**src/rtl/eth_decap_core_if.sv**
```systemverilog
// MAC RX stream and TLP FIFO write port of the NetTLP RX decapsulator.
// The slave modport is the core's view; master is the surrounding MAC/FIFO view.
interface eth_decap_core_if;
    logic        s_tvalid;
    logic        s_tready;
    logic [63:0] s_tdata;
    logic [7:0]  s_tkeep;
    logic        s_tlast;
    logic        s_tuser;
    logic        wr_en;
    logic        full;
    logic [63:0] din_tdata;
    logic [7:0]  din_tkeep;
    logic        din_tlast;
    logic        din_err;

    modport slave (
        input  s_tvalid, s_tdata, s_tkeep, s_tlast, s_tuser, full,
        output s_tready, wr_en, din_tdata, din_tkeep, din_tlast, din_err
    );

    modport master (
        output s_tvalid, s_tdata, s_tkeep, s_tlast, s_tuser, full,
        input  s_tready, wr_en, din_tdata, din_tkeep, din_tlast, din_err
    );
endinterface

```
**src/rtl/eth_decap_core.sv**
```systemverilog
// NetTLP RX decapsulator: parses the 48-byte Eth/IPv4/UDP/NetTLP header, filters,
// and streams the remaining TLP qwords into the PCIe-side FIFO.
module eth_decap_core #(
    parameter logic [15:0] UDP_PORT_MR  = 16'h3000,
    parameter logic [15:0] UDP_PORT_CPL = 16'h4000
) (
    input  logic                   eth_clk,
    input  logic                   eth_rst,
    eth_decap_core_if.slave        bus,
    input  logic [47:0]            adapter_reg_srcmac,
    input  logic [31:0]            adapter_reg_srcip,
    output logic [31:0]            rx_pkt_cnt,
    output logic [31:0]            rx_drop_cnt,
    output logic [15:0]            rx_seq_err_cnt
);
    localparam int unsigned HDR_BEATS = 6;
    localparam int unsigned CNT_W     = 3;
    localparam int unsigned PORT_W    = 17;

    typedef enum logic [1:0] {ST_HDR, ST_PAYLOAD, ST_DROP} state_t;

    state_t             state_q, state_d;
    logic [CNT_W-1:0]   count_q, count_d;
    logic               match_q, match_d;
    logic [15:0]        exp_seq_q, exp_seq_d;
    logic               pkt_inc, drop_inc, seq_err_inc;
    logic               beat_ok;
    logic [63:0]        d;
    logic [47:0]        dst_mac;
    logic [15:0]        dport, seq;
    logic               mr_hit, cpl_hit;

    // Multi-byte header fields are big-endian on the wire; lane n carries wire byte n of the beat.
    assign d       = bus.s_tdata;
    assign dst_mac = {d[7:0], d[15:8], d[23:16], d[31:24], d[39:32], d[47:40]};
    assign dport   = {d[39:32], d[47:40]};
    assign seq     = {d[23:16], d[31:24]};
    assign mr_hit  = (PORT_W'(dport) >= PORT_W'(UDP_PORT_MR)) &&
                     (PORT_W'(dport) <= PORT_W'(UDP_PORT_MR) + PORT_W'(15));
    assign cpl_hit = (PORT_W'(dport) >= PORT_W'(UDP_PORT_CPL)) &&
                     (PORT_W'(dport) <= PORT_W'(UDP_PORT_CPL) + PORT_W'(255));

    // Per-beat header check, selected by qword position within the header.
    always_comb begin
        beat_ok = 1'b1;
        case (count_q)
            3'd0:    beat_ok = (dst_mac == adapter_reg_srcmac) || (dst_mac == 48'hFFFF_FFFF_FFFF);
            3'd1:    beat_ok = (d[39:32] == 8'h08) && (d[47:40] == 8'h00) && (d[55:48] == 8'h45);
            3'd2:    beat_ok = (d[63:56] == 8'd17);
            3'd3:    beat_ok = ({d[55:48], d[63:56]} == adapter_reg_srcip[31:16]);
            3'd4:    beat_ok = ({d[7:0], d[15:8]} == adapter_reg_srcip[15:0]) && (mr_hit || cpl_hit);
            default: beat_ok = 1'b1;
        endcase
    end

    // Next-state, handshake and counter-increment decode.
    always_comb begin
        state_d      = state_q;
        count_d      = count_q;
        match_d      = match_q;
        exp_seq_d    = exp_seq_q;
        pkt_inc      = 1'b0;
        drop_inc     = 1'b0;
        seq_err_inc  = 1'b0;
        bus.s_tready = 1'b1;
        bus.wr_en    = 1'b0;
        case (state_q)
            ST_HDR: begin
                if (bus.s_tvalid) begin
                    match_d = (count_q == '0) ? beat_ok : (match_q & beat_ok);
                    if (bus.s_tlast) begin
                        drop_inc = 1'b1;
                        count_d  = '0;
                    end else if (count_q == CNT_W'(HDR_BEATS - 1)) begin
                        count_d = '0;
                        if (match_d) begin
                            state_d     = ST_PAYLOAD;
                            pkt_inc     = 1'b1;
                            seq_err_inc = (seq != exp_seq_q);
                            exp_seq_d   = seq + 16'd1;
                        end else begin
                            state_d  = ST_DROP;
                            drop_inc = 1'b1;
                        end
                    end else begin
                        count_d = count_q + CNT_W'(1);
                    end
                end
            end
            ST_PAYLOAD: begin
                bus.s_tready = !bus.full;
                bus.wr_en    = bus.s_tvalid & !bus.full;
                if (bus.s_tvalid && !bus.full && bus.s_tlast) begin
                    state_d = ST_HDR;
                    count_d = '0;
                end
            end
            ST_DROP: begin
                if (bus.s_tvalid && bus.s_tlast) begin
                    state_d = ST_HDR;
                    count_d = '0;
                end
            end
            default: begin
                state_d = ST_HDR;
                count_d = '0;
            end
        endcase
    end

    always_ff @(posedge eth_clk) begin
        if (eth_rst) begin
            state_q        <= ST_HDR;
            count_q        <= '0;
            match_q        <= 1'b0;
            exp_seq_q      <= '0;
            rx_pkt_cnt     <= '0;
            rx_drop_cnt    <= '0;
            rx_seq_err_cnt <= '0;
        end else begin
            state_q   <= state_d;
            count_q   <= count_d;
            match_q   <= match_d;
            exp_seq_q <= exp_seq_d;
            if (pkt_inc)     rx_pkt_cnt     <= rx_pkt_cnt + 32'd1;
            if (drop_inc)    rx_drop_cnt    <= rx_drop_cnt + 32'd1;
            if (seq_err_inc) rx_seq_err_cnt <= rx_seq_err_cnt + 16'd1;
        end
    end

    // TLP side: each 32-bit dword is byte-reversed to undo the TX encapsulator.
    assign bus.din_tdata = {d[39:32], d[47:40], d[55:48], d[63:56],
                            d[7:0],   d[15:8],  d[23:16], d[31:24]};
    assign bus.din_tkeep = bus.s_tkeep;
    assign bus.din_tlast = bus.s_tlast;
    assign bus.din_err   = bus.s_tuser & bus.s_tlast;

endmodule

```
**src/flat_wrapper.sv**
```systemverilog
// flat-port wrapper written by rule: the top's interface ports become plain ports
module eth_decap_core_flat 
#(
    parameter logic [15:0] UDP_PORT_MR  = 16'h3000,
    parameter logic [15:0] UDP_PORT_CPL = 16'h4000
)
  (eth_clk, eth_rst, adapter_reg_srcmac, adapter_reg_srcip, rx_pkt_cnt, rx_drop_cnt, rx_seq_err_cnt, bus_s_tvalid, bus_s_tdata, bus_s_tkeep, bus_s_tlast, bus_s_tuser, bus_full, bus_s_tready, bus_wr_en, bus_din_tdata, bus_din_tkeep, bus_din_tlast, bus_din_err);
  eth_decap_core_if bus_i ();
  input  logic eth_clk;
  input  logic eth_rst;
  input  logic [47:0] adapter_reg_srcmac;
  input  logic [31:0] adapter_reg_srcip;
  output logic [31:0] rx_pkt_cnt;
  output logic [31:0] rx_drop_cnt;
  output logic [15:0] rx_seq_err_cnt;
  input wire logic [$bits(bus_i.s_tvalid)-1:0] bus_s_tvalid;
  input wire logic [$bits(bus_i.s_tdata)-1:0] bus_s_tdata;
  input wire logic [$bits(bus_i.s_tkeep)-1:0] bus_s_tkeep;
  input wire logic [$bits(bus_i.s_tlast)-1:0] bus_s_tlast;
  input wire logic [$bits(bus_i.s_tuser)-1:0] bus_s_tuser;
  input wire logic [$bits(bus_i.full)-1:0] bus_full;
  output wire logic [$bits(bus_i.s_tready)-1:0] bus_s_tready;
  output wire logic [$bits(bus_i.wr_en)-1:0] bus_wr_en;
  output wire logic [$bits(bus_i.din_tdata)-1:0] bus_din_tdata;
  output wire logic [$bits(bus_i.din_tkeep)-1:0] bus_din_tkeep;
  output wire logic [$bits(bus_i.din_tlast)-1:0] bus_din_tlast;
  output wire logic [$bits(bus_i.din_err)-1:0] bus_din_err;
  assign bus_i.s_tvalid = bus_s_tvalid;
  assign bus_i.s_tdata = bus_s_tdata;
  assign bus_i.s_tkeep = bus_s_tkeep;
  assign bus_i.s_tlast = bus_s_tlast;
  assign bus_i.s_tuser = bus_s_tuser;
  assign bus_i.full = bus_full;
  assign bus_s_tready = bus_i.s_tready;
  assign bus_wr_en = bus_i.wr_en;
  assign bus_din_tdata = bus_i.din_tdata;
  assign bus_din_tkeep = bus_i.din_tkeep;
  assign bus_din_tlast = bus_i.din_tlast;
  assign bus_din_err = bus_i.din_err;
  eth_decap_core #(.UDP_PORT_MR(UDP_PORT_MR), .UDP_PORT_CPL(UDP_PORT_CPL)) u_core (.eth_clk(eth_clk), .eth_rst(eth_rst), .bus(bus_i), .adapter_reg_srcmac(adapter_reg_srcmac), .adapter_reg_srcip(adapter_reg_srcip), .rx_pkt_cnt(rx_pkt_cnt), .rx_drop_cnt(rx_drop_cnt), .rx_seq_err_cnt(rx_seq_err_cnt));
endmodule
```
**config.mk**
```make
export PLATFORM = sky130hd
export DESIGN_NAME = eth_decap_core_flat
export DESIGN_NICKNAME = d
export VERILOG_FILES = /design/src/rtl/eth_decap_core_if.sv /design/src/rtl/eth_decap_core.sv /design/src/flat_wrapper.sv
export SDC_FILE = /design/constraint.sdc
export NUM_CORES = 1
export LEC_CHECK = 0
export CAP_MARGIN = 15
export CELL_PAD_IN_SITES_DETAIL_PLACEMENT = 0
export CELL_PAD_IN_SITES_GLOBAL_PLACEMENT = 2
export CORE_ASPECT_RATIO = 0.9
export CORE_UTILIZATION = 23
export CTS_CLUSTER_DIAMETER = 150
export DETAILED_ROUTE_END_ITERATION = 8
export PLACE_DENSITY_LB_ADDON = 0.1
export SLEW_MARGIN = 0
export SYNTH_ARGS = -nofsm -noshare
export SYNTH_HDL_FRONTEND = slang
export SYNTH_SLANG_ARGS = --single-unit
```
**constraint.sdc**
```tcl
create_clock -name eth_clk -period 4.1 [get_ports eth_clk]
set_input_delay 1.23 -clock eth_clk [delete_from_list [all_inputs] [get_ports eth_clk]]
set_output_delay 1.23 -clock eth_clk [all_outputs]
set_load 0.01 [all_outputs]
```
==> results of run 1 <==
-- metal layers --
metal  wire length [um]  share of wire
met5                  0              0
met4                314          0.012
met3               1340          0.050
met2              12400           0.46
met1              12600           0.47
-- worst reg2reg max path: stages (launching register included) --
cell and delay, ns:
dfxtp_1 0.53, nor2b_1 0.34, and4_1 0.37, and2_1 0.32, nand3_1 0.12, buf_4 0.26
or4_1 0.52, a21oi_1 0.16
-- synth_stat cells, drive strengths merged --
cell type and number:
nor2 29, a211oi 16, clkbuf 36, or2 3, a21oi 95, and2 7, a311oi 1, nand2b 5
o31ai 47, or3 23, a2111o 1, o41ai 3, a31oi 2, nor4 13, a32oi 1, nor4b 4
nand2 42, nand3 38, o21ai 26, nand4 47, buf 94, nor4bb 1, ha 5, mux2 5
nor3 9, mux2i 2, xnor2 82, dfxtp 102, nor3b 3, xor2 29, nor2b 9, inv 14
and3b 1, nand3b 1, and4 12, nand4b 2, or4 48, a311o 1, and3 11, a22oi 2
o22ai 2
-- where the power goes --
| part | switching (uW) | total (uW) | internal, uW | leakage (uW) |
|---|---|---|---|---|
| clock | 407 | 853 | 446 | 0.000132 |
| sequential | 4.29 | 996 | 992 | 0.000822 |
| combinational | 190 | 465 | 275 | 0.00228 |
| total | 601 | 2310 | 1710 | 0.00324 |
-- state kept, by name (all words and copies together), names as in the netlist --
register and flops:
u_core.rx_seq_err_cnt 16, u_core.exp_seq_q 16, u_core.rx_drop_cnt 32, u_core.rx_pkt_cnt 32, u_core.state_q 2, u_core.count_q 3, u_core.match_q 1
-- metrics by stage --
stage,instance area (sq um),util
5_1_grt,10500,0.348
2_1_floorplan,7070,-
3_3_place_gp,10200,0.339
6_report,10500,0.348
3_5_place_dp,10200,0.339
4_1_cts,10400,0.348
-- final timing paths --
| path | depth (start not counted) | slack, ns | end | start |
|---|---|---|---|---|
| hold reg to reg | 2 | 0.49 | u_core.rx_pkt_cnt[31] | u_core.rx_pkt_cnt[31] |
| setup / recovery | 3 | 0.30 | bus_din_tdata[59] | bus_s_tdata[35] |
| setup reg to reg | 7 | 1.42 | u_core.rx_pkt_cnt[28] | u_core.count_q[0] |
| hold / removal | 2 | 0.49 | u_core.rx_pkt_cnt[31] | u_core.rx_pkt_cnt[31] |
-- final cells by class --
class / count / area (sq um) / share of cell area
Antenna cell: 1 / 2.50 / 0.000239
Clock buffer: 13 / 260 / 0.0249
Clock inverter: 2 / 16.3 / 0.00156
Inverter: 14 / 52.6 / 0.00503
Multi-Input combinational cell: 628 / 4160 / 0.398
Sequential cell: 102 / 2040 / 0.195
Tap cell: 403 / 504 / 0.0482
Timing Repair Buffer: 346 / 3410 / 0.327
-- kinds of logic after synthesis --
| family | synth area share |
|---|---|
| AND/OR/NAND/NOR | 0.262 |
| adder cells (fa/ha/maj) | 0.00885 |
| multiplexers | 0.0108 |
| buffers and inverters | 0.124 |
| flip-flops | 0.289 |
| AO/OA/AOI/OAI | 0.167 |
| XOR/XNOR | 0.138 |
==> impl_results.md, run 1 <==
- Unrepaired setup endpoints after global routing: no
- Crit Path Category: in2out
- Antenna violations before repair: 1
- CTS Hold Bufs: 0
- Post-synth top area share: 0.289
- #FFs+latches synth: roughly 100
- Leakage: roughly 0.0032 uW
- WP data required: 2.87 ns
- # rows: 60
- CP cell instances: clkdlybuf4s50_1, buf_4, clkdlybuf4s50_1
- Placed Cells incl. Taps: between 1000 and 1500
- Clock Tree Buf Depth: 2
- Setup Total Neg Slack: 0 ns
- GP Congestion: 0.768
- Delay of the slowest critical-path stage: 0.63 ns
- Grt ovf: 0
- Post-DR vias/cell: roughly 4.8
- DRC viols: 0
- Mapped Nets: around 1000
- Crit path DAT: 2.57 ns
- Max-slew headroom at the worst pin: 0.362
- Hold Path Class: reg2reg
- Core region area: roughly 30000 sq um
- Most frequent cells in the layout: clkdlybuf4s50_1, dfxtp_1, a21oi_1
- HPWL Detailed: 20.7 mm
- Routed vias: 7176
- CP Capture Type: primary output
- Max VDD drop: 0.188 mV
- Final Critical Period: about 3.8 ns
- Reg clk slew, reported paths: around 0.07 ns
- Share of layout cells above drive strength 1: 0.0733
- Pins Over Slew Limit: 0
- CP startpoint kind: primary input
- Layout fillers: between 3000 and 4000
- Avg Inst Size Synth: ~8 sq um
- M1 GR Usage: 0.222
- Synth area leaders: dfxtp_1, xnor2_1, buf_4
- Clock insertion delay at the later pin of the skew report: around 0.36 ns
- Setup violations, final: 0
- Avg WL per Cell: 17.7 um
- Number of global-route vias before repair: slightly above 7000
- Slew @ Worst Pin: 0.953 ns
- Max cap viols: 0
- Yosys warns: 0
- Die width: 187 um
- CTS sink count: roughly 100
- GR Util met3: 0.0411
- GRT busiest layer: met2
- Clock root cell: clkbuf_16
- Most used cell, CP: clkdlybuf4s50_1
- Antenna-violating nets left: 0
- CTS tree: built
- Largest net degree at the start of global routing: 66
- CTS HTree Levels: 3
- WP buf/inv: 3
- IO Pins: around 310
- Max Clk Rate: 0.263 GHz
- Port bufs: 297
- NumNets Final: 1264
- CP max FO: 4
- First-pass GRT wire length: roughly 42 mm
- Post-route setup slack: approximately 0.30 ns
- Final Power: around 2300 uW
- Gr usage total: 0.169
- Starting density of the core: 0.235
- Crit share post-route: 0.928
- Commonest non-fill, non-tap cell in the layout: clkdlybuf4s50_1
- Die Footprint: between 30000 and 40000 sq um
- Min Hold Slack: a little under 0.5 ns
- Final hold vios: 0
- CTS Buf Count: 9
- Area leader, netlist: dfxtp_1
- First-pass DRT Iterations: 4
- Resized Gates After CTS: 0
- Layout area overhead: 47.9%
- Clk_skew: roughly 0.01 ns
- Die height: 168 um
- Post-CTS Setup Inserts: 0
- Register area share after synthesis: 0.289
- Synthesized area: 7070 sq um
- P per Cell Area: 221 nW/um^2
- DRT Wirelength: between 20 and 30 mm
- Crit-path slowest cell: clkdlybuf4s50_1
- Cell family with most CP delay: buffers and inverters
- Met2 Usage GRT: 0.278
- Synth cell types: 52
- Outcome: finished clean
- Placement Setup Slack: between 0.02 and 0.025 ns
- Cell count after synthesis: approximately 870
- Starting DRC count in detailed routing: roughly 300
- Final non-filler cell total: approximately 1500
Power figures use the tool's default switching activity.
==> run 2, diff against run 1 <==
--- a/config.mk
+++ b/config.mk
@@ -10,8 +10,9 @@
 export CELL_PAD_IN_SITES_GLOBAL_PLACEMENT = 2
 export CORE_ASPECT_RATIO = 0.9
 export CORE_UTILIZATION = 23
-export CTS_CLUSTER_DIAMETER = 150
+export CTS_CLUSTER_DIAMETER = 60
 export DETAILED_ROUTE_END_ITERATION = 8
+export GPL_TIMING_DRIVEN = 0
 export PLACE_DENSITY_LB_ADDON = 0.1
 export SLEW_MARGIN = 0
 export SYNTH_ARGS = -nofsm -noshare
==> run 2 against run 1 <==
Against the previous run:
- combinational power is 8.8% higher
- die area stayed put
- routed wire length is 10% higher
- sequential cell count stayed put
- power is 4.3% higher
- sequential power hardly changed
- critical endpoint is now u_core.rx_pkt_cnt[7]
==> impl_results.md, run 2 (synthesis gave the netlist of run 1 again) <==
- Outcome: finished clean
- CP Capture Type: flop
- Max cap viols: 0 (unchanged)
- Max-slew headroom at the worst pin: 0.516 (+0.154)
- Antenna-violating nets left: 0 (unchanged)
- WP buf/inv: 4 (+1)
- Met2 Usage GRT: 0.305 (+0.0263)
- CP startpoint: bus_s_tdata[9]
- Final Critical Period: 3.88 ns (+0.0739 ns)
- HPWL Detailed: 23.3 mm (+12%)
- CP max FO: 10 (+6)
- Crit share post-route: 0.946 (+0.0180)
- CTS HTree Levels: 3 (unchanged)
- CTS tree: built
- CTS Buf Count: 9 (unchanged)
- Hold Path Class: reg2reg
- Routed vias: 7558 (+5.3%)
- Commonest non-fill, non-tap cell in the layout: clkdlybuf4s50_1
- Final non-filler cell total: 1586 (+5.1%)
- Clock root cell: clkbuf_16
- Core region area: 30000 sq um (unchanged)
- WP data required: 4.32 ns (+1.45 ns)
- GRT busiest layer: met2
- Crit Path Category: in2reg
- DRC viols: 0 (unchanged)
- NumNets Final: 1342 (+6.2%)
- Final Util: 0.362 (+0.0138)
- FF-to-FF Start: u_core.count_q[0]
- Starting DRC count in detailed routing: 279 (-5.4%)
- Die Footprint: 31400 sq um (unchanged)
- M1 GR Usage: 0.243 (+0.0210)
- Crit path DAT: 4.10 ns (+1.53 ns)
- Grt ovf: 0 (unchanged)
- Reg clk slew, reported paths: 0.08 ns (about the same)
- Pins Over Slew Limit: 0 (unchanged)
- Sequential Area: 2040 sq um (unchanged)
- First-pass DRT Iterations: 5 (+1)
- Crit-path slowest cell: clkdlybuf4s50_1
- GR Util met3: 0.0421 (+0.00104)
- Clk_skew: 0.0138 ns (+0.00378 ns)
- Clock Tree Buf Depth: 2 (unchanged)
- Max Clk Rate: 0.258 GHz (-1.9%)
- CP cell instances: clkdlybuf4s50_1, nand4_1, nor4_1, nand4_1, or3_1, and4_4, buf_6, buf_6, clkbuf_1, o31ai_1, a21oi_1
- Antenna Diode Count: 0 (-1)
- Cell family with most CP delay: simple AND/OR/NAND/NOR gates
- Die width: 187 um (unchanged)
- Max VDD drop: 0.274 mV (+46%)
- Area of the multi-input gates: 4190 sq um (+0.72%)
- Setup Total Neg Slack: 0 ns (unchanged)
- Clock insertion delay at the later pin of the skew report: 0.36 ns (about the same)
- Avg WL per Cell: 18.5 um (+5.0%)
- Gr usage total: 0.184 (+0.0152)
- DRT Wirelength: 29.4 mm (+10%)
- GP Congestion: 0.774 (+0.78%)
- Placed Cells incl. Taps: 1571 (+5.3%)
- Antenna violations before repair: 0 (-1)
- Unrepaired setup endpoints after global routing: no
- Most frequent cells in the layout: clkdlybuf4s50_1, dfxtp_1, a21oi_1
- # rows: 60 (unchanged)
- CP startpoint kind: primary input
- Share of layout cells above drive strength 1: 0.110 (+0.0366)
- CTS sink count: 102 (unchanged)
- Largest net degree at the start of global routing: 19 (-71%)
- Layout area overhead: 53.8%
- Largest registers: u_core.rx_drop_cnt: 32 flops, u_core.rx_pkt_cnt: 32 flops
- Delay of the slowest critical-path stage: 0.60 ns (-0.03 ns)
- Slew @ Worst Pin: 0.725 ns (-0.228 ns)
- Hold Startpoint: u_core.rx_drop_cnt[31]
- Setup violations, final: 0 (unchanged)
- Die height: 168 um (unchanged)
- Starting density of the core: 0.235 (unchanged)
- CTS Hold Bufs: 0 (unchanged)
- Final hold vios: 0 (unchanged)
- First-pass GRT wire length: 44.7 mm (+7.3%)
- Leakage: 0.00347 uW (+7.2%)
- Number of global-route vias before repair: 7471 (+5.0%)
- Post-DR vias/cell: 4.77 (+0.21%)
- IO Pins: 314 (unchanged)
- P per Cell Area: 222 nW/um^2 (+0.29%)
- Port bufs: 294 (-1.0%)
- Layout fillers: 3159 (-1.3%)
-- run 2: per-layer routing --
| metal | wire, um | part of all wire |
|---|---|---|
| met1 | 13700 | 0.47 |
| met2 | 13800 | 0.47 |
| met3 | 1620 | 0.055 |
| met4 | 329 | 0.011 |
| met5 | 0 | 0 |
-- run 2: worst reg2reg max path: stages (launching register included) --
cell	delay, ns
dfxtp_1	0.30
buf_2	0.21
nor2b_1	0.29
and4_1	0.38
and2_1	0.16
buf_2	0.21
nand3_1	0.28
clkbuf_1	0.32
buf_1	0.33
o31ai_1	0.32
a21oi_1	0.09
-- run 2: cell type report --
class | instances | area share
inverters | 14 | 0.00484
repair buffers | 294 | 0.271
clock inverters | 6 | 0.00737
plain buffers | 130 | 0.0761
well taps | 403 | 0.0464
multi-input cells | 628 | 0.386
flip-flops and latches | 102 | 0.188
clock buffers | 9 | 0.0207
-- run 2: report_power, final --
| group | total (uW) | internal, uW | switching [uW] |
|---|---|---|---|
| combinational | 506 | 301 | 205 |
| clock | 913 | 482 | 431 |
| sequential | 995 | 992 | 2.65 |
| total | 2410 | 1780 | 638 |
-- run 2: path summary, 6_finish.rpt --
path | depth (start not counted) | slack [ns] | end
max | 11 | 0.22 | u_core.rx_pkt_cnt[7]
min | 2 | 0.49 | u_core.rx_drop_cnt[31]
max reg2reg | 10 | 1.07 | u_core.rx_pkt_cnt[29]
min reg2reg | 2 | 0.49 | u_core.rx_drop_cnt[31]
-- run 2: stage by stage --
stage          power, uW  hold slack (ns)  instance area, sq um  setup slack, ns
5_1_grt             2530            0.509                 10900           0.0312
6_report            2410            0.488                 10900            0.223
3_5_place_dp        1530            0.479                 10500           -0.787
3_3_place_gp        1530            0.473                 10500           -0.767
4_1_cts             2470            0.489                 10800           0.0461
2_1_floorplan       1230            0.465                  7070            0.865
-- run 2: timing repair --
item / 4_1_cts / 5_1_grt
endpoints found under the setup margin: 41 / 60
gates resized for setup: 6 / 6
pin swaps: 0 / 0
buffers inserted: 0 / 0
==> run 3, diff against run 2 <==
--- a/config.mk
+++ b/config.mk
@@ -9,11 +9,13 @@
 export CELL_PAD_IN_SITES_DETAIL_PLACEMENT = 0
 export CELL_PAD_IN_SITES_GLOBAL_PLACEMENT = 2
 export CORE_ASPECT_RATIO = 0.9
+export CORE_MARGIN = 3
 export CORE_UTILIZATION = 23
 export CTS_CLUSTER_DIAMETER = 60
 export DETAILED_ROUTE_END_ITERATION = 8
 export GPL_TIMING_DRIVEN = 0
 export PLACE_DENSITY_LB_ADDON = 0.1
+export RECOVER_POWER = 100
 export SLEW_MARGIN = 0
 export SYNTH_ARGS = -nofsm -noshare
 export SYNTH_HDL_FRONTEND = slang
==> run 3 against run 2 <==
Against the previous run:
- non-clock buffer count stayed put
- combinational power is 3% lower
- final area is 0.54% lower
- via count stayed put
- die area is 4.6% higher
- register-to-register slack hardly changed
- worst hold slack worse by 0.0046 ns
- clock skew is 0.0029 ns lower
- clock power is 6.4% lower
- critical path depth is 1 lower
- clock-buffer cell count is 5 higher
- worst setup slack worse by 0.11 ns
- critical path type unchanged
- largest cell class unchanged
- largest power group unchanged
==> impl_results.md, run 3 (synthesis gave the netlist of run 1 again) <==
- Outcome: finished clean
- CTS HTree Levels: 3 (unchanged)
- Final Critical Period: 3.99 ns (+0.108 ns)
- First-pass DRT Iterations: 5 (unchanged)
- First-pass GRT wire length: 45.8 mm (+2.3%)
- Reg2reg path depth: 10 (unchanged)
- Core region area: 30100 sq um (+0.25%)
- Antenna-violating nets left: 0 (unchanged)
- CTS Buf Count: 9 (unchanged)
- Largest net degree at the start of global routing: 16 (-3)
- # rows: 60 (unchanged)
- CP startpoint: bus_s_tdata[47]
- Clock insertion delay at the later pin of the skew report: 0.36 ns (about the same)
- Max Clk Rate: 0.251 GHz (-2.7%)
- Leakage: 0.00374 uW (+7.7%)
- Placement Setup Slack: -0.809 ns (-0.0222 ns)
- Port bufs: 294 (unchanged)
- Final Util: 0.359 (-0.00285)
- Worst hold stages: 2 (unchanged)
- CTS sink count: 102 (unchanged)
- Gr usage total: 0.180 (-0.00369)
- Max cap viols: 0 (unchanged)
- Slew @ Worst Pin: 0.724 ns (-0.00157 ns)
- Max VDD drop: 0.222 mV (-19%)
- Resized Gates After CTS: 5 (-1)
- Number of global-route vias before repair: 7549 (+1.0%)
- Crit share post-route: 0.972 (+0.0264)
- IO Pins: 314 (unchanged)
- Clock Tree Buf Depth: 2 (unchanged)
- Crit Path Category: in2reg
- Reg clk slew, reported paths: 0.07 ns (about the same)
- Sequential Area: 2040 sq um (unchanged)
- Design Area, Final: 10800 sq um (-0.54%)
- CP startpoint kind: primary input
- Commonest non-fill, non-tap cell in the layout: clkdlybuf4s50_1
- Final hold vios: 0 (unchanged)
- CTS Hold Bufs: 0 (unchanged)
- Antenna violations before repair: 0 (unchanged)
- Post-DR vias/cell: 4.76 (about the same)
- Crit path DAT: 4.21 ns (+0.11 ns)
- Layout fillers: 3205 (+1.5%)
- Pins Over Slew Limit: 0 (unchanged)
- FF-to-FF Start: u_core.count_q[0]
- Post-CTS Setup Inserts: 0 (unchanged)
- P per Cell Area: 217 nW/um^2 (-2.5%)
- Largest registers: u_core.rx_drop_cnt: 32 flops, u_core.rx_pkt_cnt: 32 flops
- Starting density of the core: 0.235 (-0.000587)
- DRT Wirelength: 30.0 mm (+1.9%)
- Grt ovf: 0 (unchanged)
- Post-route setup slack: 0.114 ns (-0.108 ns)
- Die Footprint: 32900 sq um (+4.6%)
- Max-slew headroom at the worst pin: 0.517 (+0.00105)
- Hold Startpoint: u_core.rx_pkt_cnt[31]
- Layout area overhead: 52.9%
- Unrepaired setup endpoints after global routing: no
- Die height: 172 um (+2.4%)
- Area of the multi-input gates: 4180 sq um (-0.21%)
- DRC viols: 0 (unchanged)
- Starting DRC count in detailed routing: 225 (-19%)
- Area of placed instances: 10500 sq um (unchanged)
- Clk_skew: 0.0109 ns (-0.00288 ns)
- Clock root cell: clkbuf_16
- NumNets Final: 1342 (unchanged)
- GP Congestion: 0.792 (+2.4%)
- Setup violations, final: 0 (unchanged)
- CP max FO: 10 (unchanged)
- Setup Total Neg Slack: 0 ns (unchanged)
- CTS tree: built
- Most frequent cells in the layout: clkdlybuf4s50_1, dlygate4sd3_1, dfxtp_1
- Hold Path Class: reg2reg
- Antenna Diode Count: 0 (unchanged)
- WP data required: 4.33 ns (about the same)
- HPWL Detailed: 24.0 mm (+3.1%)
- CP Capture Type: flop
- Share of layout cells above drive strength 1: 0.107 (-0.00263)
- Routed vias: 7558 (unchanged)
- Die width: 191 um (+2.1%)
- Avg WL per Cell: 18.9 um (+1.8%)
## run 3: metrics by stage
stage	total power, uW	hold WS, ns	instances
after floorplan	1230	0.465	874
after global placement	1530	0.471	1571
after detailed placement	1530	0.478	1571
after CTS	2400	0.492	1587
after global routing	2450	0.515	1587
final	2340	0.483	1587
## run 3: where the power goes
part | switching [uW] | internal [uW] | total, uW
Combinational | 202 | 288 | 491
Clock | 406 | 449 | 855
Sequential | 2.60 | 992 | 995
Total | 611 | 1730 | 2340
## run 3: per-layer routing
| layer | wire, um | track usage | vias up |
|---|---|---|---|
| met4 | 231 | 0.0329 | 0 |
| met5 | 0 | 0 | - |
| met2 | 14200 | 0.301 | 187 |
| met3 | 1810 | 0.0478 | 16 |
| met1 | 13700 | 0.238 | 3577 |
| li1 | - | - | 3778 |
## run 3: path summary, 6_finish.rpt
check	endpoint	slack [ns]
setup / recovery	u_core.rx_drop_cnt[2]	0.11
hold / removal	u_core.rx_pkt_cnt[31]	0.48
setup reg to reg	u_core.rx_pkt_cnt[26]	1.06
hold reg to reg	u_core.rx_pkt_cnt[31]	0.48
## run 3: cell type report
class	instances	share of cell area
multi-input combinational	628	0.387
timing repair buffer	294	0.271
sequential	102	0.189
buffer	130	0.0755
tap	403	0.0467
clock buffer	14	0.0244
inverter	14	0.00486
clock inverter	2	0.00151
## run 3: critical path: stages
cell,delay [ns]
dlygate4sd3_1,0.61
nor4_2,0.50
nand4_1,0.18
o22ai_1,0.17
a22oi_2,0.18
a31oi_4,0.43
clkbuf_1,0.40
buf_2,0.31
xnor2_1,0.15
nor2_1,0.05
==> variant 1: new RTL, config.mk and constraints of run 3 <==
Reset style: asynchronous (`eth_rst`), changed in one clocked block.
--- a/src/rtl/eth_decap_core.sv
+++ b/src/rtl/eth_decap_core.sv
@@ -110,3 +110,3 @@
 
-    always_ff @(posedge eth_clk) begin
+    always_ff @(posedge eth_clk or posedge eth_rst) begin
         if (eth_rst) begin
Behaviour: differs if eth_rst is asserted again (counterexample within 4 cycles, from zero or initial values and one cycle with eth_rst high); with eth_rst held inactive, the same outputs for 10 cycles.
==> variant 1 against run 3 <==
- the flow now finishes with violations (max-capacitance violations, max-slew violations)
- combinational power grew 41%
- global-route usage shrank 2.3 points
- total power grew 15%
- non-clock buffer count shrank 38
- worst setup slack gained 24 ps
- sequential cell count is the same
- first-iteration DRC count shrank 8.0%
- synthesized area shrank 6.4%
- synthesized cell count shrank 20%
- design area shrank 4.7%
- wire length shrank 19%
- via count shrank 22%
==> variant 1: results <==
set metrics [dict create \
    r2r_cells 6 \
    yosys.area_share.adder 0.00946 \
    min_from "u_core.rx_seq_err_cnt[15]$_DFFE_PP0P_" \
    setup.worst_path.end "bus_din_err" \
    dr.pass1.iters 4 \
    status "complete, but fails checks" \
    drv_slew 38 \
    synthArstFlopShare 1.00 \
    finalNonFillerCells 1378 \
    synthXorXnorAreaFrac 0.249 \
    io_buffers 296 \
    synth_nets 866 \
    relSlewSlack -0.160 \
    cts_resized 0 \
    violations "max-capacitance violations, max-slew violations" \
    grtUsageTotal 0.158 \
    yosys-top-cells-area "dfrtp_1 (39%), xnor2_1 (13%), xor2_1 (12%), buf_4 (8.3%), nand2_1 (3.3%)" \
    grt_antenna_before_repair 2 \
    timing.rr.start "u_core.count_q[2]$_DFFE_PP0P_" \
    r2r-end "u_core.rx_pkt_cnt[29]$_DFFE_PP0P_" \
    ff2ff_setup_slack_ps 1220 \
    routabilityCongestion 0.768 \
    grt_max_degree 67 \
    drt_iter0_drc 207 \
    max_cap_viol_count 1 \
    ys_types 49 \
    fmax_mhz 252 \
    synthMuxAreaShare 0.00492 \
    crit_start "bus_s_tlast" \
    ir_drop_mv 0.181 \
    hpwl_mm 20.1 \
    dpl_cell_area_um2 10100 \
    grt_first_pass_wirelength_mm 37.2 \
    post_drt_via_cell_ratio 4.26 \
    leakage_nw 4.54 \
    synth_commonest_cells "dfrtp_1 (102), xnor2_1 (97), xor2_1 (89)" \
    hold_depth 1 \
    finalClockSkew_ps 11.3 \
    first_global_vias 6165 \
]
## variant 1: changes by cell type in the layout (fill, tap and decap cells not counted), sizes merged, moves of 18 or more
cell / delta
clkbuf: -30
o31ai: -47
dlygate4sd3: +18
or4: -43
dfrtp: +102
xor2: +60
or3: -19
dfxtp: -102
a21oi: -93
## variant 1: cell families after synthesis
family | Yosys count
adders and majority gates | 5
buffers and inverters | 110
AOI/OAI and AO/OA | 32
DFF | 102
xor gates and xnor gates | 187
muxes | 3
and+or+nand+nor | 264
## variant 1: where the power goes
part           switching [mW]  internal, mW  leakage (nW)
Combinational           0.303         0.387          3.04
Sequential             0.0770          1.07          1.36
Clock                   0.405         0.437         0.142
## variant 1: per-stage QoR
stage | total power [mW] | hold WS (ps) | worst slack, ps
6_report | 2.68 | 469 | 138
5_1_grt | 2.86 | 493 | 61.3
4_1_cts | 2.79 | 475 | 157
3_5_place_dp | 1.91 | 463 | 158
3_3_place_gp | 1.91 | 456 | -1830
2_1_floorplan | 1.49 | 465 | 195
## variant 1: metal layers
| layer | wire [µm] | GRT usage | vias to the layer above |
|---|---|---|---|
| li1 | - | - | 2948 |
| met1 | 10900 | 0.208 | 2754 |
| met2 | 12100 | 0.267 | 141 |
| met3 | 967 | 0.0314 | 21 |
| met4 | 341 | 0.0320 | 0 |
| met5 | 0 | 0 | - |
## variant 1: cell type report
type / instances / area, µm²
antenna: 2 / 5.00
buffer: 89 / 612
clock buffer: 11 / 243
clock inverter: 5 / 42.5
fill: 2960 / 17900
inverter: 21 / 80.1
multi-input combinational: 491 / 3340
sequential: 102 / 2550
tap: 360 / 450
timing repair buffer: 297 / 2970
## variant 1: worst max-delay path: stages
cell and delay (ps):
dlygate4sd3_1 730, and2_1 170, dlygate4sd3_1 600
==> variant 2: new RTL, config.mk and constraints of run 3 <==
Without the edit above. `UDP_PORT_MR` is set to 16'h3000 in 2 places; all go to 16'h1800.
--- a/src/rtl/eth_decap_core.sv
+++ b/src/rtl/eth_decap_core.sv
@@ -3,3 +3,3 @@
 module eth_decap_core #(
-    parameter logic [15:0] UDP_PORT_MR  = 16'h3000,
+    parameter logic [15:0] UDP_PORT_MR  = 16'h1800,
     parameter logic [15:0] UDP_PORT_CPL = 16'h4000
--- a/src/flat_wrapper.sv
+++ b/src/flat_wrapper.sv
@@ -3,3 +3,3 @@
 #(
-    parameter logic [15:0] UDP_PORT_MR  = 16'h3000,
+    parameter logic [15:0] UDP_PORT_MR  = 16'h1800,
     parameter logic [15:0] UDP_PORT_CPL = 16'h4000
Check against the original RTL: not equivalent (Yosys sat finds a counterexample within 10 cycles, from zero or initial values and one cycle with eth_rst high).
==> variant 2 against run 3 <==
- sequential cell count did not move
- wire length hardly changed
- core utilization increased by 0.29 points
- register-to-register slack better by 130 ps
- clock skew grew 1.4 ps
- non-clock buffer count down 13
- synthesized area fell by 0.39%
- hold slack better by 20 ps
- total power rose by 2.2%
- combinational power up 2%
- design area grew 0.57%
- cell count down 0.88%
- worst setup slack gained 13 ps
- global-route usage fell by 0.31 points
==> variant 2: results <==
set metrics [dict create \
    drive_gt1_frac 0.125 \
    hold_class "reg -> reg" \
    critical-path-slowest-cell "dlygate4sd3_1" \
    powerSeq_mw 0.995 \
    ir_drop_mv 0.175 \
    critPathArrivalTime_ps 2740 \
    grt_antenna_before_repair 6 \
    fillers 3165 \
    r2r-end "u_core.rx_pkt_cnt[27]$_SDFFE_PP0P_" \
    seq_area_frac_synth 0.290 \
    grtUsageTotal 0.177 \
    switching_share 0.259 \
    pg_clk_mw 0.893 \
    top_regs "u_core.rx_drop_cnt x32, u_core.rx_pkt_cnt x32" \
    seqCellArea_um2 2040 \
    clkLatencyLatePin_ps 350 \
    cp_max_fo 6 \
    routabilityCongestion 0.815 \
    finalClockSkew_ps 12.3 \
    grt_max_degree 17 \
    r2r_cells 9 \
    max_stage_delay_ps 650 \
    clockBufferDepth 2 \
    place_inst 1551 \
    hpwl_mm 24.4 \
    cp_top_family "buffers and inverters" \
    ys_types 62 \
    cts_resized 7 \
    status "finished clean" \
    avgSynthCellArea_um2 8.26 \
    switchingPower_mw 0.620 \
    relSlewSlack 0.415 \
    ff2ff_setup_slack_ps 1190 \
    timing.rr.start "u_core.count_q[0]$_SDFFE_PP0P_" \
    cts-root-buf "clkbuf_16" \
    synth_nets 1015 \
    wire_per_inst_um 19.0 \
    cts_setup_buffers 2 \
    min_period_over_period 0.969 \
    path_clk_slew_ps 70 \
    drt_iter0_drc 227 \
    min_from "u_core.rx_drop_cnt[21]$_SDFFE_PP0P_" \
    pre_cts_ws_ps -693 \
    synthArstFlopShare 0 \
    first_global_vias 7070 \
    yosys-top-cells-area "dfxtp_1 (29%), xnor2_1 (13%), buf_4 (7.9%), nor2_1 (5.5%), xor2_1 (5.0%)" \
    post_drt_via_cell_ratio 4.52 \
    synth_ff_type "dfxtp_1" \
    holdWs_ps 503 \
    finalNetCount 1326 \
    drt_wl_total_mm 29.9 \
    leakage_nw 3.96 \
    grt_first_pass_wirelength_mm 44.3 \
    synth_commonest_cells "nor2_1 (104), xnor2_1 (103), dfxtp_1 (102)" \
    synth_warnings 0 \
    holdPathEnd "u_core.rx_drop_cnt[21]$_SDFFE_PP0P_" \
    io_buffers 296 \
]
-- variant 2: cells by family (layout without fill, tap and decap cells) --
group | Yosys count | count (layout) | synth area share
compound gates | 121 | 121 | 0.146
xor+xnor | 143 | 143 | 0.178
buf+inv | 140 | 455 | 0.118
fa+ha+maj | 5 | 5 | 0.00889
flops | 102 | 102 | 0.290
mux | 12 | 12 | 0.0183
other cells | 0 | 3 | 0
simple gates | 329 | 329 | 0.241
-- variant 2: cell type report --
| cell class | count | area share |
|---|---|---|
| multi-input combinational | 610 | 0.387 |
| tap | 403 | 0.0464 |
| inverter | 29 | 0.0100 |
| clock buffer | 11 | 0.0223 |
| buffer | 111 | 0.0670 |
| sequential | 102 | 0.188 |
| timing repair buffer | 300 | 0.274 |
| antenna | 3 | 0.000691 |
| clock inverter | 4 | 0.00507 |
-- variant 2: worst max-delay path by stage --
stage          depth (start not counted)       startpoint                                    end
4_1_cts                               11  bus_s_tdata[25]     u_core.rx_pkt_cnt[27]$_SDFFE_PP0P_
5_1_grt                               10  bus_s_tdata[11]     u_core.rx_pkt_cnt[27]$_SDFFE_PP0P_
2_1_floorplan                         10  bus_s_tdata[16]  u_core.rx_seq_err_cnt[1]$_SDFFE_PP0P_
6_report                               3     bus_s_tvalid                              bus_wr_en
3_3_place_gp                           9  bus_s_tdata[56]      u_core.exp_seq_q[13]$_SDFFE_PP0P_
3_5_place_dp                           9  bus_s_tdata[56]      u_core.exp_seq_q[13]$_SDFFE_PP0P_
-- variant 2: metal layers --
metal / vias up / part of all wire / track usage
li1: 3541 / - / -
met1: 3322 / 0.45 / 0.225
met2: 220 / 0.47 / 0.309
met3: 25 / 0.061 / 0.0401
met4: 4 / 0.013 / 0.0383
met5: - / 0.0010 / 0
